--- src/rtl/rpg_pkg.sv ---
// -----------------------------------------------------------------------------
// rpg_pkg
// Shared definitions for the player movement / damage blocks:
//   - dir_t     : movement direction encoding (up, right, down, left)
//   - state_t   : movement FSM state type, with ST_* state constants
//   - playfield limits (X_MIN..X_MAX, Y_MIN..Y_MAX) and knockback distance
//   - pick_dir  : fixed-priority button resolver (up > right > down > left)
//   - clamp_coord: add a signed offset to a 10-bit coordinate and clamp it
// -----------------------------------------------------------------------------
package rpg_pkg;

    typedef enum logic [1:0] {
        DIR_UP    = 2'd0,
        DIR_RIGHT = 2'd1,
        DIR_DOWN  = 2'd2,
        DIR_LEFT  = 2'd3
    } dir_t;

    typedef logic [1:0] state_t;

    localparam state_t ST_IDLE   = 2'd0;
    localparam state_t ST_LOOKUP = 2'd1;
    localparam state_t ST_WAIT   = 2'd2;
    localparam state_t ST_DECIDE = 2'd3;

    localparam int X_MIN        = 144;
    localparam int X_MAX        = 768;
    localparam int Y_MIN        = 31;
    localparam int Y_MAX        = 495;
    localparam int KNOCKBACK_PX = 8;

    // btn is {left, down, right, up}; the lowest set bit wins.
    function automatic dir_t pick_dir(input logic [3:0] btn);
        dir_t d;
        d = DIR_UP;
        if (btn[0])      d = DIR_UP;
        else if (btn[1]) d = DIR_RIGHT;
        else if (btn[2]) d = DIR_DOWN;
        else if (btn[3]) d = DIR_LEFT;
        return d;
    endfunction

    // Arithmetic is done in 32-bit signed so a step past either edge saturates
    // at the limit instead of wrapping the 10-bit coordinate.
    function automatic logic [9:0] clamp_coord(input logic [9:0] coord,
                                               input int         delta,
                                               input int         lo,
                                               input int         hi);
        int v;
        v = int'(coord) + delta;
        if (v < lo)      v = lo;
        else if (v > hi) v = hi;
        return v[9:0];
    endfunction

endpackage

--- src/rtl/player_damage_ctrl.sv ---
// -----------------------------------------------------------------------------
// player_damage_ctrl
// Health and invulnerability bookkeeping for the player.
//   i_frame_tick    : one-cycle pulse per video frame
//   i_enemy_collide : player/enemy overlap (level)
//   o_damage_now    : combinational, high on the frame_tick edge that applies
//                     damage (lets the parent react on the same edge)
//   o_health        : remaining health
//   o_hit           : one-cycle pulse the cycle after damage is applied
//   o_dead          : high while health is zero
// -----------------------------------------------------------------------------
module player_damage_ctrl
    import rpg_pkg::*;
#(
    parameter int INVULN_FRAMES = 60,
    parameter int MAX_HEALTH    = 3
) (
    input  logic       clk,
    input  logic       rst_n,
    input  logic       i_frame_tick,
    input  logic       i_enemy_collide,
    output logic       o_damage_now,
    output logic [2:0] o_health,
    output logic       o_hit,
    output logic       o_dead
);

    localparam int CW = (INVULN_FRAMES > 1) ? $clog2(INVULN_FRAMES + 1) : 1;

    logic [CW-1:0] r_invuln;
    logic [CW-1:0] w_invuln_dec;
    logic [2:0]    r_health;
    logic          r_hit;

    assign w_invuln_dec = (r_invuln != '0) ? (r_invuln - CW'(1)) : '0;

    // The immunity window is judged on the already-decremented count, so a
    // fresh hit lands exactly INVULN_FRAMES frame ticks after the previous one.
    assign o_damage_now = i_frame_tick && i_enemy_collide &&
                          (w_invuln_dec == '0) && (r_health != 3'd0);

    // NOTE: sequential state uses non-blocking assignments so every register
    // samples pre-edge values regardless of statement order.
    always_ff @(posedge clk or negedge rst_n) begin
        if (!rst_n) begin
            r_invuln <= '0;
            r_health <= 3'(MAX_HEALTH);
            r_hit    <= 1'b0;
        end else begin
            r_hit <= o_damage_now;
            if (i_frame_tick) begin
                r_invuln <= o_damage_now ? CW'(INVULN_FRAMES) : w_invuln_dec;
            end
            if (o_damage_now) begin
                r_health <= r_health - 3'd1;
            end
        end
    end

    assign o_health = r_health;
    assign o_hit    = r_hit;
    assign o_dead   = (r_health == 3'd0);

endmodule

--- src/rtl/player_move_ctrl.sv ---
// -----------------------------------------------------------------------------
// player_move_ctrl
// Tile-checked player movement with health / invulnerability tracking.
//   clk, rst_n          : system clock, asynchronous active-low reset
//   frame_tick          : one-cycle pulse per video frame
//   btn                 : {left, down, right, up} move request (level)
//   pblockposx1..y4     : tile indices of the up/right/down/left probe points
//   enemyCollide        : player/enemy overlap (level)
//   map_x, map_y        : tile-map lookup address
//   map_wall            : wall flag, valid one cycle after the address
//   position            : {x[19:10], y[9:0]} player top-left pixel
//   health, hit, dead   : from the player_damage_ctrl sub-module
// Optional feature: define KNOCKBACK_EN to push the player KNOCKBACK_PX pixels
// away from the last latched direction whenever damage is applied.
// -----------------------------------------------------------------------------
module player_move_ctrl
    import rpg_pkg::*;
#(
    parameter int          STEP          = 2,
    parameter logic [19:0] START_POS     = {10'd160, 10'd47},
    parameter int          INVULN_FRAMES = 60,
    parameter int          MAX_HEALTH    = 3
) (
    input  logic        clk,
    input  logic        rst_n,
    input  logic        frame_tick,
    input  logic [3:0]  btn,
    input  logic [5:0]  pblockposx1,
    input  logic [5:0]  pblockposy1,
    input  logic [5:0]  pblockposx2,
    input  logic [5:0]  pblockposy2,
    input  logic [5:0]  pblockposx3,
    input  logic [5:0]  pblockposy3,
    input  logic [5:0]  pblockposx4,
    input  logic [5:0]  pblockposy4,
    input  logic        enemyCollide,
    output logic [5:0]  map_x,
    output logic [5:0]  map_y,
    input  logic        map_wall,
    output logic [19:0] position,
    output logic [2:0]  health,
    output logic        hit,
    output logic        dead
);

`ifdef KNOCKBACK_EN
    localparam bit KB_ON = 1'b1;
`else
    localparam bit KB_ON = 1'b0;
`endif

    state_t     r_state;
    dir_t       r_dir;
    dir_t       w_req_dir;
    logic       w_start;
    logic [5:0] r_map_x;
    logic [5:0] r_map_y;
    logic [5:0] w_probe_x;
    logic [5:0] w_probe_y;
    logic [9:0] r_pos_x;
    logic [9:0] r_pos_y;
    logic [9:0] w_step_x;
    logic [9:0] w_step_y;
    logic [9:0] w_kb_x;
    logic [9:0] w_kb_y;
    logic       w_damage_now;
    logic       w_dead;

    player_damage_ctrl #(
        .INVULN_FRAMES (INVULN_FRAMES),
        .MAX_HEALTH    (MAX_HEALTH)
    ) u_damage (
        .clk             (clk),
        .rst_n           (rst_n),
        .i_frame_tick    (frame_tick),
        .i_enemy_collide (enemyCollide),
        .o_damage_now    (w_damage_now),
        .o_health        (health),
        .o_hit           (hit),
        .o_dead          (w_dead)
    );

    assign w_req_dir = pick_dir(btn);
    // dead is judged on pre-edge health: a fatal hit on the same tick still
    // lets that tick's move start.
    assign w_start   = (r_state == ST_IDLE) && frame_tick && (btn != 4'd0) && !w_dead;

    // NOTE: every always_comb output gets a default first, so no path leaves
    // a signal unassigned and no latch is inferred.
    always_comb begin
        w_probe_x = pblockposx1;
        w_probe_y = pblockposy1;
        case (w_req_dir)
            DIR_RIGHT: begin w_probe_x = pblockposx2; w_probe_y = pblockposy2; end
            DIR_DOWN:  begin w_probe_x = pblockposx3; w_probe_y = pblockposy3; end
            DIR_LEFT:  begin w_probe_x = pblockposx4; w_probe_y = pblockposy4; end
            default:   ;
        endcase
    end

    // Candidate position for the DECIDE cycle (one STEP along r_dir).
    always_comb begin
        w_step_x = r_pos_x;
        w_step_y = r_pos_y;
        case (r_dir)
            DIR_UP:    w_step_y = clamp_coord(r_pos_y, -STEP, Y_MIN, Y_MAX);
            DIR_RIGHT: w_step_x = clamp_coord(r_pos_x,  STEP, X_MIN, X_MAX);
            DIR_DOWN:  w_step_y = clamp_coord(r_pos_y,  STEP, Y_MIN, Y_MAX);
            default:   w_step_x = clamp_coord(r_pos_x, -STEP, X_MIN, X_MAX);
        endcase
    end

    // Knockback position: KNOCKBACK_PX opposite to the last latched direction.
    always_comb begin
        w_kb_x = r_pos_x;
        w_kb_y = r_pos_y;
        case (r_dir)
            DIR_UP:    w_kb_y = clamp_coord(r_pos_y,  KNOCKBACK_PX, Y_MIN, Y_MAX);
            DIR_RIGHT: w_kb_x = clamp_coord(r_pos_x, -KNOCKBACK_PX, X_MIN, X_MAX);
            DIR_DOWN:  w_kb_y = clamp_coord(r_pos_y, -KNOCKBACK_PX, Y_MIN, Y_MAX);
            default:   w_kb_x = clamp_coord(r_pos_x,  KNOCKBACK_PX, X_MIN, X_MAX);
        endcase
    end

    // The lookup address is registered on the IDLE->LOOKUP edge so it is on
    // the bus for the whole LOOKUP cycle and stays put through WAIT and DECIDE;
    // map_wall is therefore stable when DECIDE samples it.
    // NOTE: reset here only clears control and address registers; every
    // register in this design is a flop with a defined reset value.
    always_ff @(posedge clk or negedge rst_n) begin
        if (!rst_n) begin
            r_state <= ST_IDLE;
            r_dir   <= DIR_UP;
            r_map_x <= 6'd0;
            r_map_y <= 6'd0;
        end else begin
            case (r_state)
                ST_IDLE: begin
                    if (w_start) begin
                        r_state <= ST_LOOKUP;
                        r_dir   <= w_req_dir;
                        r_map_x <= w_probe_x;
                        r_map_y <= w_probe_y;
                    end
                end
                ST_LOOKUP: r_state <= ST_WAIT;
                ST_WAIT:   r_state <= ST_DECIDE;
                default:   r_state <= ST_IDLE;
            endcase
        end
    end

    // Knockback takes priority over a coinciding DECIDE step.
    always_ff @(posedge clk or negedge rst_n) begin
        if (!rst_n) begin
            r_pos_x <= START_POS[19:10];
            r_pos_y <= START_POS[9:0];
        end else if (KB_ON && w_damage_now) begin
            r_pos_x <= w_kb_x;
            r_pos_y <= w_kb_y;
        end else if ((r_state == ST_DECIDE) && !map_wall) begin
            r_pos_x <= w_step_x;
            r_pos_y <= w_step_y;
        end
    end

    assign map_x    = r_map_x;
    assign map_y    = r_map_y;
    assign position = {r_pos_x, r_pos_y};
    assign dead     = w_dead;

endmodule

--- config.mk ---
export PLATFORM = sky130hd
export DESIGN_NAME = player_move_ctrl
export DESIGN_NICKNAME = d
export VERILOG_FILES = /design/src/rtl/rpg_pkg.sv /design/src/rtl/player_damage_ctrl.sv /design/src/rtl/player_move_ctrl.sv
export SDC_FILE = /design/constraint.sdc
export NUM_CORES = 1
export LEC_CHECK = 0
export BUFFER_PORTS_ARGS = -buffer_cell sky130_fd_sc_hd__clkbuf_2
export CAP_MARGIN = 25
export CORE_ASPECT_RATIO = 1.5
export CORE_MARGIN = 2
export CORE_UTILIZATION = 42
export DETAILED_ROUTE_END_ITERATION = 10
export PLACE_DENSITY = 0.63
export SETUP_SLACK_MARGIN = 0.05
export SLEW_MARGIN = 20
export SYNTH_ARGS = -nofsm -noshare
export SYNTH_HDL_FRONTEND = slang
export SYNTH_SLANG_ARGS = --single-unit
export TNS_END_PERCENT = 50
--- constraint.sdc ---
create_clock -name clk -period 4.35 [get_ports clk]
set_input_delay 0.87 -clock clk [delete_from_list [all_inputs] [get_ports clk]]
set_output_delay 0.87 -clock clk [all_outputs]
set_load 0.005 [all_outputs]
After elaboration in Yosys (flattened, before gate mapping):

Index checks and enable logic that the tools add are counted.

* bits in registers: 46
* input port bits: 57
* output and inout bits: 37
* logic and storage cells: 74

* add/subtract/negate cells: 6
* order comparisons: 8
* equality and inequality tests: 9
* mux-type cells: 20
* bitwise logic cells: 1
* reductions and logical operators: 21

Operators by type and width (count)
* two-way mux 10 bit: 8
* case mux 10 bit (2 select lines): 2
* case mux 6 bit (3 select lines): 2
* adder 11 x 2 -> 12 bit (second input constant): 2
* adder 10 x 2 -> 11 bit (second input constant): 2
* greater-than comparator 12 x 10 -> 1 bit (second input constant): 1
* greater-than comparator 12 x 11 -> 1 bit (second input constant): 1
* < comparator 12 x 6 -> 1 bit (second input constant): 1
* < comparator 12 x 9 -> 1 bit (second input constant): 1
* two-way mux 6 bit: 2
* greater-than comparator 11 x 10 -> 1 bit (second input constant): 1
* greater-than comparator 11 x 9 -> 1 bit (second input constant): 1
* < comparator 11 x 5 -> 1 bit (second input constant): 1
* < comparator 11 x 8 -> 1 bit (second input constant): 1
* equality test 2 bit (second input constant): 5
* two-way mux 2 bit: 5
* logical AND 1 bit: 7
* equality test 2 x 1 -> 1 bit (second input constant): 3
* logical NOT 6 bit: 1
* case mux 2 bit (3 select lines): 1
* AND reduction 2 bit: 3
* nonzero test 6 bit: 1
* subtractor 6 x 1 -> 6 bit (second input constant): 1
* logical NOT 2 bit: 2
* other kinds (9): 10

Depth between registers and ports, before layout:

Gate-level depths: netlist of the first run.

* word-level depth: 6
* mapped depth: 10
* depth with buffers taken out: 9

Modules after synthesis:

Synthesis of the first run repeated with hierarchy kept, for this count alone.

* cells, all modules: 521
* area total of the unflattened synthesis: 4047.6 um2

Modules (own cells, without submodules)
* player_move_ctrl: times used 1, cells an instance 470, area an instance 3499.6 um2, seq. area each 884.6 um2
* player_damage_ctrl: times used 1, cells an instance 51, area an instance 548.0 um2, seq. area each 252.7 um2

Least setup slack after synthesis of the first run:

Ideal clock, no wire load.

* path kind: register -> register
* start point: register r_pos_x[1]
* end point: register r_pos_x[3]
* library setup time: 134 ps
* arrival time: 2184 ps
* data required time: 4216 ps
* slack: 2031 ps
* stages on the path, launching flop included: 10
* path buffers: 1
* clock period less this slack: 2319 ps
* path through: dfrtp_1 > clkbuf_1 > inv_1 > ha_1 > or3b_2 > o22a_1 > o21ai_0 > a21oi_1 > a31oi_1 > o22ai_1

* longest elaborated chain between the ends: 5
* elaborated cells on any way between the ends: 11
* classes of those cells: add/sub (2); order compare (4); mux (5)

Ends and longest elaborated chain
* start, declared: RTL line player_move_ctrl.sv:60 `logic [9:0] r_pos_x;`
* start signal, assigned: RTL line player_move_ctrl.sv:156 `r_pos_x <= START_POS[19:10];`
* start signal, assigned: RTL line player_move_ctrl.sv:159 `r_pos_x <= w_kb_x;`
* start signal, assigned: RTL line player_move_ctrl.sv:162 `r_pos_x <= w_step_x;`
* adder 11 x 2 -> 12 bit / adder 10 x 2 -> 11 bit (equally long branches): RTL line rpg_pkg.sv:50 `v = int'(coord) + delta;`
* greater-than comparator 12 x 11 -> 1 bit / greater-than comparator 11 x 10 -> 1 bit (equally long branches): RTL line rpg_pkg.sv:52 `else if (v > hi) v = hi;`
* two-way mux 10 bit: RTL line rpg_pkg.sv:52
* two-way mux 10 bit: RTL line rpg_pkg.sv:51 `if (v < lo) v = lo;`
* case mux 10 bit (2 select lines) (*): RTL line player_move_ctrl.sv:105 `case (r_dir)`

Every way passes the cells marked *; elsewhere a longest branch is shown, timed or not.
A chain may end at the register's enable or synchronous reset.

Worst setup path after layout of the first run:

* start point: register r_pos_y[1]
* end point: register r_pos_y[6]

* longest elaborated chain between the ends: 5
* elaborated cells on any way between the ends: 11
* classes of those cells: add/sub (2); order compare (4); mux (5)

Ends and longest elaborated chain
* start, declared: RTL line player_move_ctrl.sv:61 `logic [9:0] r_pos_y;`
* start signal, assigned: RTL line player_move_ctrl.sv:157 `r_pos_y <= START_POS[9:0];`
* start signal, assigned: RTL line player_move_ctrl.sv:160 `r_pos_y <= w_kb_y;`
* start signal, assigned: RTL line player_move_ctrl.sv:163 `r_pos_y <= w_step_y;`
* adder 11 x 2 -> 12 bit / adder 10 x 2 -> 11 bit (equally long branches): RTL line rpg_pkg.sv:50
* greater-than comparator 12 x 10 -> 1 bit / greater-than comparator 11 x 9 -> 1 bit (equally long branches): RTL line rpg_pkg.sv:52
* two-way mux 10 bit: RTL line rpg_pkg.sv:52
* two-way mux 10 bit: RTL line rpg_pkg.sv:51
* case mux 10 bit (2 select lines) (*): RTL line player_move_ctrl.sv:105

Marked as above.

==> metrics.yaml, run 1 <==
status: "completed"
yosysTopAreaCell: "dfrtp_1"
cpMostUsedCell: "o32a_1"
wl_per_cell_um: 15.48
finalSetupTns_ns: 0
cts_resized: 0
grt_max_degree: 46
cts_sinks: 45
port_buffers: 92
final_cells: 677
grt_usage: 0.2053
cts_root_buf: "clkbuf_16"
clock-skew-final_ns: 0.002655
tightest_slew_ns: 0.7281
fmax_mhz: 350.4
cp_cell_sequence: "ha_1 -> and2_1 -> nand2_1 -> o32a_1 -> o41ai_4 -> a31oi_1 -> o32a_1"
start_util: 0.4281
clock_latency_ns: 0.29
areaGrowthSynthToFinish_pct: 15.22
yosys-top-cells-area: "dfrtp_1 (23%), a21oi_1 (6.5%), dfstp_2 (6.0%), nor2_1 (4.9%), ha_1 (4.1%)"
die_area_mm2: 0.01018
required_ns: 4.52
synth.top_cell.area_share: 0.2287
drv_cap: 0
clockBufferDepth: 2
antenna_cells: 0
drtAntennaViolNets: 0
critical_path.max_fanout: 13
grt_pass1_vias: 3701
hold_viol: 0
synth_edf_count: 0
synth_nets: 568
num-fill-cells: 891
die_x_um: 83.07
powerDensity_mw_per_mm2: 545.7
die_y_um: 122.6
cp_top_family: "compound AO/OA/AOI/OAI gates"
synth_cells: 498
final_layout_size_suffix_gt1_frac: 0.2407
holdBufCountCts: 0
antenna_found_initial: 0
grt_setup_unrepaired: "false"
cp.arrival_ns: 3.03
relSlewSlack: 0.5136
wl_mm: 10.48
async_flop_share: 1.000
vias: 3996
cts_tree: "yes"
post-route-period-util: 0.6562
dp_cells: 669
viasPerCell: 5.903
nNetsFinal: 634
cts_buffers: 5
drc: 0
hold_class: "reg -> reg"
dp_worst_setup_slack_ns: 1.553
cp_num_buf_inv: 0
start_kind: "register"
slew_violations: 0
critical_path_class: "reg -> reg"
final.setup.worst_slack_ns: 1.496
synth_top_cells_by_count: "a21oi_1 (51), nor2_1 (51), nand2_1 (41)"
power_mw: 2.476
p_leak_nw: 1.948
ys_warn_count: 0
period_needed_ns: 2.854
overflow: 0
final_core_util: 0.4933
end_kind: "register"
ys_seq_elements: 45
cpMaxStageDelayCell: "dfstp_2"
yosysUniqueCellTypes: 74
setup_viol: 0
hpwl_mm: 7.886
pin_count: 94
clkSlewWorstSetupHoldPaths_ns: 0.06
htreeDepth: 2
core_area_mm2: 0.009200
syn-cell-area_mm2: 0.003939
grt_pass1_wl_mm: 17.42
ir_drop_v: 0.0003036
synth_ff_type: "dfrtp_1"
place_congestion: 0.8716
synth_seq_area_share: 0.2888
drt_iter0_drc: 353
post_cts_buffers: 0
num_rows: 43
first_pass_iters: 5
avgSynthCellArea_um2: 7.909
slowest_delay_ns: 0.64
-- layer usage --
metal,share of wire,routed length [um],global-route usage
met2,0.50,5257,0.3664
met4,0.018,187,0.06762
met1,0.42,4420,0.2539
met3,0.059,618,0.03093
met5,0,0,0
-- cells in the final DEF, fill, tap and decap left out, types with 5 or more instances in the layout --
cell type and count:
or3b_2 5, nand3b_1 8, a31oi_1 8, nand4_1 9
nor3b_1 6, inv_1 21, xnor2_1 6, nor2_1 51
nand2_1 41, nand3_1 12, clkbuf_16 5, o22ai_1 15
buf_4 5, xor2_1 5, a211oi_1 13, nand2b_1 6
a21oi_1 51, nor2b_1 5, ha_1 13, dfstp_2 9
dfrtp_1 36, o21ai_0 26, nor3_1 16, clkbuf_2 92
-- per-stage QoR --
step                hold WS (ns)  cell area (um^2)
finish                    0.4981              4538
global route              0.5258              4538
CTS                       0.5034              4538
detailed placement        0.4854              4394
global placement          0.4830              4394
floorplan                 0.4780              3939
-- worst min-delay path, cell delays in order (launching register included) --
cell	delay, ns
dfstp_2	0.37
inv_1	0.06
mux2i_1	0.06
-- worst paths after layout --
kind	start	to	slack, ns	cells after the start
worst max-delay path	r_pos_y[1]	r_pos_y[6]	1.50	7
worst min-delay path	u_damage.o_health[1]	u_damage.o_health[1]	0.50	2
worst max register to register	r_pos_y[1]	r_pos_y[6]	1.50	7
worst min register to register	u_damage.o_health[1]	u_damage.o_health[1]	0.50	2
max in group asynchronous	rst_n	r_pos_x[4]	3.29	2
min in group asynchronous	rst_n	u_damage.o_health[2]	0.65	2
-- power by group --
part / total, mW / switching [mW] / internal, mW
logic: 1.24 / 0.706 / 0.531
registers: 0.859 / 0.258 / 0.601
clock network: 0.380 / 0.166 / 0.213
-- cell families (layout without fill, tap and decap cells) --
kind of cell,Yosys count,after routing,synth area share
simple gates,191,191,0.2624
compound gates,173,173,0.3012
buf+inv,59,126,0.06766
flops,45,45,0.2888
fa+ha+maj,13,13,0.04130
xor+xnor,11,11,0.02446
mux,5,5,0.01334
other cells,1,1,0.0009521
-- registers in the layout, summed over array words and instances (netlist names) --
register           flops
r_pos_x                9
map_x                  6
u_damage.o_health      3
r_dir                  2
r_pos_y               10
u_damage.r_invuln      6
map_y                  6
u_damage.o_hit         1
r_state                2
-- final cells by class --
cell class | instances | area [um^2] | area share
multi-input cells | 394 | 2540 | 0.5597
well taps | 112 | 140.1 | 0.03088
clock inverters | 2 | 15.01 | 0.003309
inverters | 21 | 78.83 | 0.01737
repair buffers | 97 | 498.0 | 0.1097
clock buffers | 6 | 128.9 | 0.02840
flip-flops and latches | 45 | 1137 | 0.2506
(Power assumes the default switching activity.)
==> run 2: changes to the inputs <==
==> constraint.sdc (replaced) <==
create_clock -name clk -period 2.8 [get_ports clk]
set_input_delay 0.56 -clock clk [delete_from_list [all_inputs] [get_ports clk]]
set_output_delay 0.56 -clock clk [all_outputs]
set_load 0.005 [all_outputs]
==> run 2 against run 1 <==
- critical path depth increased by 1
- routed wire length increased by 4.3%
- combinational power is 64% higher
- clock skew is 0.0054 ns higher
- die area unchanged
- global-route usage up 1.2 points
- flip-flop and latch count did not move
- final cell count rose by 1.8%
- sequential power up 49%
- register-to-register slack lost 1.3 ns
- fmax increased by 10%
- non-clock buffer count up 12
- critical endpoint is now r_pos_x[3]
- highest routed layer unchanged
==> metrics.yaml, run 2 (synthesis gave the netlist of run 1 again) <==
antenna_cells: 0
hpwl_mm: 8.399
largestRegisters: "r_pos_y (10), r_pos_x (9)"
period_needed_ns: 2.594
cp.arrival_ns: 2.75
r2r_setup_slack_ns: 0.21
cts_sinks: 45
status: "completed"
start_kind: "register"
wl_mm: 10.94
place_congestion: 0.9227
clkSlewWorstSetupHoldPaths_ns: 0.07
drtAntennaViolNets: 0
ir_drop_v: 0.0003832
overflow: 0
final_common_cell: "clkbuf_2"
r2r-end: "r_pos_x[3]"
areaGrowthSynthToFinish_pct: 18.14
critical_path_class: "reg -> reg"
hold_class: "in -> async"
hold_viol: 0
regArea_mm2: 0.001139
holdWs_ns: 0.3480
antenna_found_initial: 0
critical_path.max_fanout: 10
end_kind: "register"
grt_max_degree: 34
die_x_um: 83.07
post-route-period-util: 0.9264
port_buffers: 92
wl_per_cell_um: 15.87
layout_common_cells: "clkbuf_2 (92), nor2_1 (51), a21oi_1 (50)"
relSlewSlack: 0.4645
slew_violations: 0
cts_tree: "yes"
timing.rr.start: "r_pos_x[2]"
drc: 0
top_register: "r_pos_y"
fmax_mhz: 385.5
dp_cells: 681
pin_count: 94
tightest_slew_ns: 0.8033
finalSetupTns_ns: 0
setup_viol: 0
core_area_mm2: 0.009200
die_area_mm2: 0.01018
final_cells: 689
num-fill-cells: 917
powerDensity_mw_per_mm2: 856.1
start_util: 0.4281
clock_latency_ns: 0.29
r2r_cells: 8
nNetsFinal: 646
dpl_cell_area_mm2: 0.004484
viasPerCell: 5.901
grt_pass1_wl_mm: 18.29
largest_reg_flops: 10
multi_input_area_mm2: 0.002544
first_pass_iters: 6
drv_cap: 0
final_core_util: 0.5058
grt_usage: 0.2169
clockBufferDepth: 2
fin_area_mm2: 0.004653
post_cts_buffers: 0
die_y_um: 122.6
grt_setup_unrepaired: "false"
p_leak_nw: 2.026
clock-skew-final_ns: 0.008006
cts_buffers: 5
drt_iter0_drc: 390
final_layout_size_suffix_gt1_frac: 0.2600
num_rows: 43
cts_root_buf: "clkbuf_16"
htreeDepth: 2
grt_pass1_vias: 3855
required_ns: 2.95
vias: 4066
## run 2: changes by cell type in the layout (fill, tap and decap cells not counted), sizes merged
cell,before,now
buf,5,17
bufinv,0,1
clkinvlp,2,0
clkinv,0,1
## run 2: where the power goes
group | switching (mW) | internal (mW) | total, mW
logic | 1.17 | 0.861 | 2.03
registers | 0.346 | 0.937 | 1.28
clock network | 0.250 | 0.420 | 0.670
total | 1.77 | 2.22 | 3.98
## run 2: what timing repair did
action	CTS	global route
resized for setup	0	2
setup endpoints to repair	0	4
hold buffers	0	0
## run 2: through the flow
stage	power (mW)	worst slack, ns
after floorplan	2.676	0.4815
after global placement	3.273	0.1935
after detailed placement	3.298	0.2156
after CTS	3.994	0.1920
after global routing	4.350	0.05764
final	3.984	0.2060
## run 2: layout make-up
class / count / area share
Sequential cell: 45 / 0.2447
Multi-Input combinational cell: 394 / 0.5467
Inverter: 21 / 0.01694
Tap cell: 112 / 0.03012
Clock inverter: 2 / 0.007529
Clock buffer: 6 / 0.02770
Timing Repair Buffer: 109 / 0.1264
## run 2: worst max-delay path by stage
| stage | from | endpoint | slack, ns | depth (start not counted) |
|---|---|---|---|---|
| after floorplan | r_pos_x[1] | r_pos_x[3] | 0.48 | 9 |
| final | r_pos_x[2] | r_pos_x[3] | 0.21 | 8 |
| after detailed placement | r_pos_x[2] | r_pos_x[3] | 0.22 | 8 |
| after global routing | r_pos_y[1] | r_pos_y[0] | 0.06 | 7 |
| after CTS | r_pos_x[2] | r_pos_x[3] | 0.19 | 8 |
| after global placement | r_pos_x[2] | r_pos_x[3] | 0.19 | 8 |
## run 2: layer usage
metal | up-vias | GRT usage | wire, um | part of all wire
li1 | 2006 | - | - | -
met1 | 1882 | 0.2699 | 4635 | 0.42
met2 | 152 | 0.3800 | 5468 | 0.50
met3 | 26 | 0.03161 | 533 | 0.049
met4 | 0 | 0.08299 | 300 | 0.027
met5 | - | 0 | 0 | 0
## run 2: critical path, cell delays in order (launching register included)
cell and delay (ns):
dfrtp_1 0.50, inv_1 0.16, ha_1 0.30, or3b_2 0.49, o22a_1 0.23, o21ai_0 0.29, a21oi_2 0.19, a31oi_1 0.20
o22ai_1 0.11
==> run 3: changes to the inputs <==
--- a/config.mk
+++ b/config.mk
@@ -10,6 +10,7 @@
 export CORE_ASPECT_RATIO = 1.5
 export CORE_MARGIN = 2
 export CORE_UTILIZATION = 42
+export CTS_CLUSTER_SIZE = 24
 export DETAILED_ROUTE_END_ITERATION = 10
 export PLACE_DENSITY = 0.63
 export SETUP_SLACK_MARGIN = 0.05
==> constraint.sdc (replaced) <==
create_clock -name clk -period 2.5 [get_ports clk]
set_input_delay 0.5 -clock clk [delete_from_list [all_inputs] [get_ports clk]]
set_output_delay 0.5 -clock clk [all_outputs]
set_load 0.005 [all_outputs]
==> run 3 against run 2 <==
- worst hold slack lost 0.19 ns
- final area rose by 9.7%
- sequential power grew 5%
- utilization grew 4.9 points
- flip-flop and latch count is the same
- total power grew 27%
==> metrics.yaml, run 3 (synthesis gave the netlist of run 1 again) <==
status: "completed"
wl_mm: 11.82
hold_class: "in -> async"
viasPerCell: 5.959
largestRegisters: "r_pos_y (10), r_pos_x (9)"
start_util: 0.4281
regArea_mm2: 0.001139
place_congestion: 0.9316
largest_reg_flops: 10
period_needed_ns: 2.412
port_buffers: 92
layout_common_cells: "clkbuf_2 (92), buf_4 (56), a21oi_1 (51), nor2_1 (51), nand2_1 (41)"
final_layout_size_suffix_gt1_frac: 0.3328
die_area_mm2: 0.01018
relSlewSlack: 0.4891
grt_pass1_vias: 4100
core_area_mm2: 0.009200
final_common_cell: "clkbuf_2"
clock_latency_ns: 0.29
critical_path.max_fanout: 4
setup_viol: 0
hold_viol: 0
num_rows: 43
cts_root_buf: "clkbuf_16"
cts_sinks: 45
tightest_slew_ns: 0.7583
p_leak_nw: 2.284
clkSlewWorstSetupHoldPaths_ns: 0.07
top_register: "r_pos_y"
hpwl_mm: 8.894
drv_cap: 0
ir_drop_v: 0.0005060
clock-skew-final_ns: 0.004061
holdWs_ns: 0.1542
critical_path_class: "reg -> reg"
first_pass_iters: 6
grt_usage: 0.2252
startpoint: "r_pos_y[2]"
required_ns: 2.71
grt_max_degree: 28
cpMaxStageDelayCell: "dfstp_2"
num-fill-cells: 847
drt_iter0_drc: 370
grt_setup_unrepaired: "true"
cp_cell_sequence: "buf_4 -> ha_4 -> buf_4 -> xnor2_1 -> o41ai_2 -> a32oi_1 -> a221oi_4 -> buf_4 -> o32ai_2 -> nor3_1"
drc: 0
die_x_um: 83.07
cts_tree: "yes"
cpMostUsedCell: "buf_4"
vias: 4356
nNetsFinal: 688
grt_pass1_wl_mm: 19.10
wl_per_cell_um: 16.17
power_mw: 5.078
multi_input_area_mm2: 0.002639
antenna_found_initial: 0
slowest_delay_ns: 0.57
htreeDepth: 2
cp_top_family: "compound AO/OA/AOI/OAI gates"
die_y_um: 122.6
cp_num_buf_inv: 3
end_kind: "register"
powerDensity_mw_per_mm2: 994.8
post-route-period-util: 0.9649
overflow: 0
cp.arrival_ns: 2.62
slew_violations: 0
drtAntennaViolNets: 0
clockBufferDepth: 2
timing.rr.start: "r_pos_y[2]"
pin_count: 94
cts_buffers: 5
antenna_cells: 0
areaGrowthSynthToFinish_pct: 29.61
start_kind: "register"
fmax_mhz: 414.5
[run 3: cell types whose count changed in the layout (fill, tap and decap cells not counted), moves of 2 or more]
cell   change
buf_4     +39
buf_6      +3
ha_1       -2
ha_4       +2
[run 3: final timing paths]
path / endpoint / cells past startpoint / slack (ns)
max in group asynchronous: r_pos_x[7] / 2 / 1.67
worst max-delay path: r_pos_y[3] / 10 / 0.09
min in group clk: map_x[3] / 3 / 0.50
worst max register to register: r_pos_y[3] / 10 / 0.09
worst min register to register: u_damage.o_health[1] / 2 / 0.50
worst min-delay path: u_damage.r_invuln[3] / 1 / 0.15
[run 3: repair_timing]
| action | CTS | global route |
|---|---|---|
| setup endpoints to repair | 3 | 17 |
| pin swaps | 1 | 13 |
| hold buffers | 0 | 0 |
| setup buffers | 2 | 15 |
| resized for setup | 1 | 23 |
[run 3: routing by layer]
metal | global-route usage | wire [um] | vias up
met5 | 0 | 0 | -
li1 | - | - | 2081
met1 | 0.2662 | 4839 | 2055
met2 | 0.4113 | 6019 | 187
met4 | 0.08811 | 335 | 0
met3 | 0.03161 | 626 | 33
[run 3: power by group]
part	internal, mW	switching [mW]	total [mW]
clock network	0.577	0.309	0.886
registers	1.05	0.298	1.34
logic	1.29	1.56	2.85
[run 3: cell type report]
class / count / area share
Clock buffer: 5 / 0.02451
Clock inverter: 3 / 0.01348
Inverter: 21 / 0.01544
Multi-Input combinational cell: 394 / 0.5169
Sequential cell: 45 / 0.2230
Tap cell: 112 / 0.02745
Timing Repair Buffer: 151 / 0.1792
[run 3: stage by stage]
stage	setup slack (ns)	setup TNS (ns)	cell area, um^2	util	cells
after floorplan	0.1815	0	3939	-	498
after global placement	0.1237	0	4672	0.5078	706
after detailed placement	0.01294	0	4672	0.5078	706
after CTS	0.07731	0	4882	0.5307	716
after global routing	-0.007874	-0.007874	5105	0.5549	731
final	0.08774	0	5105	0.5549	731
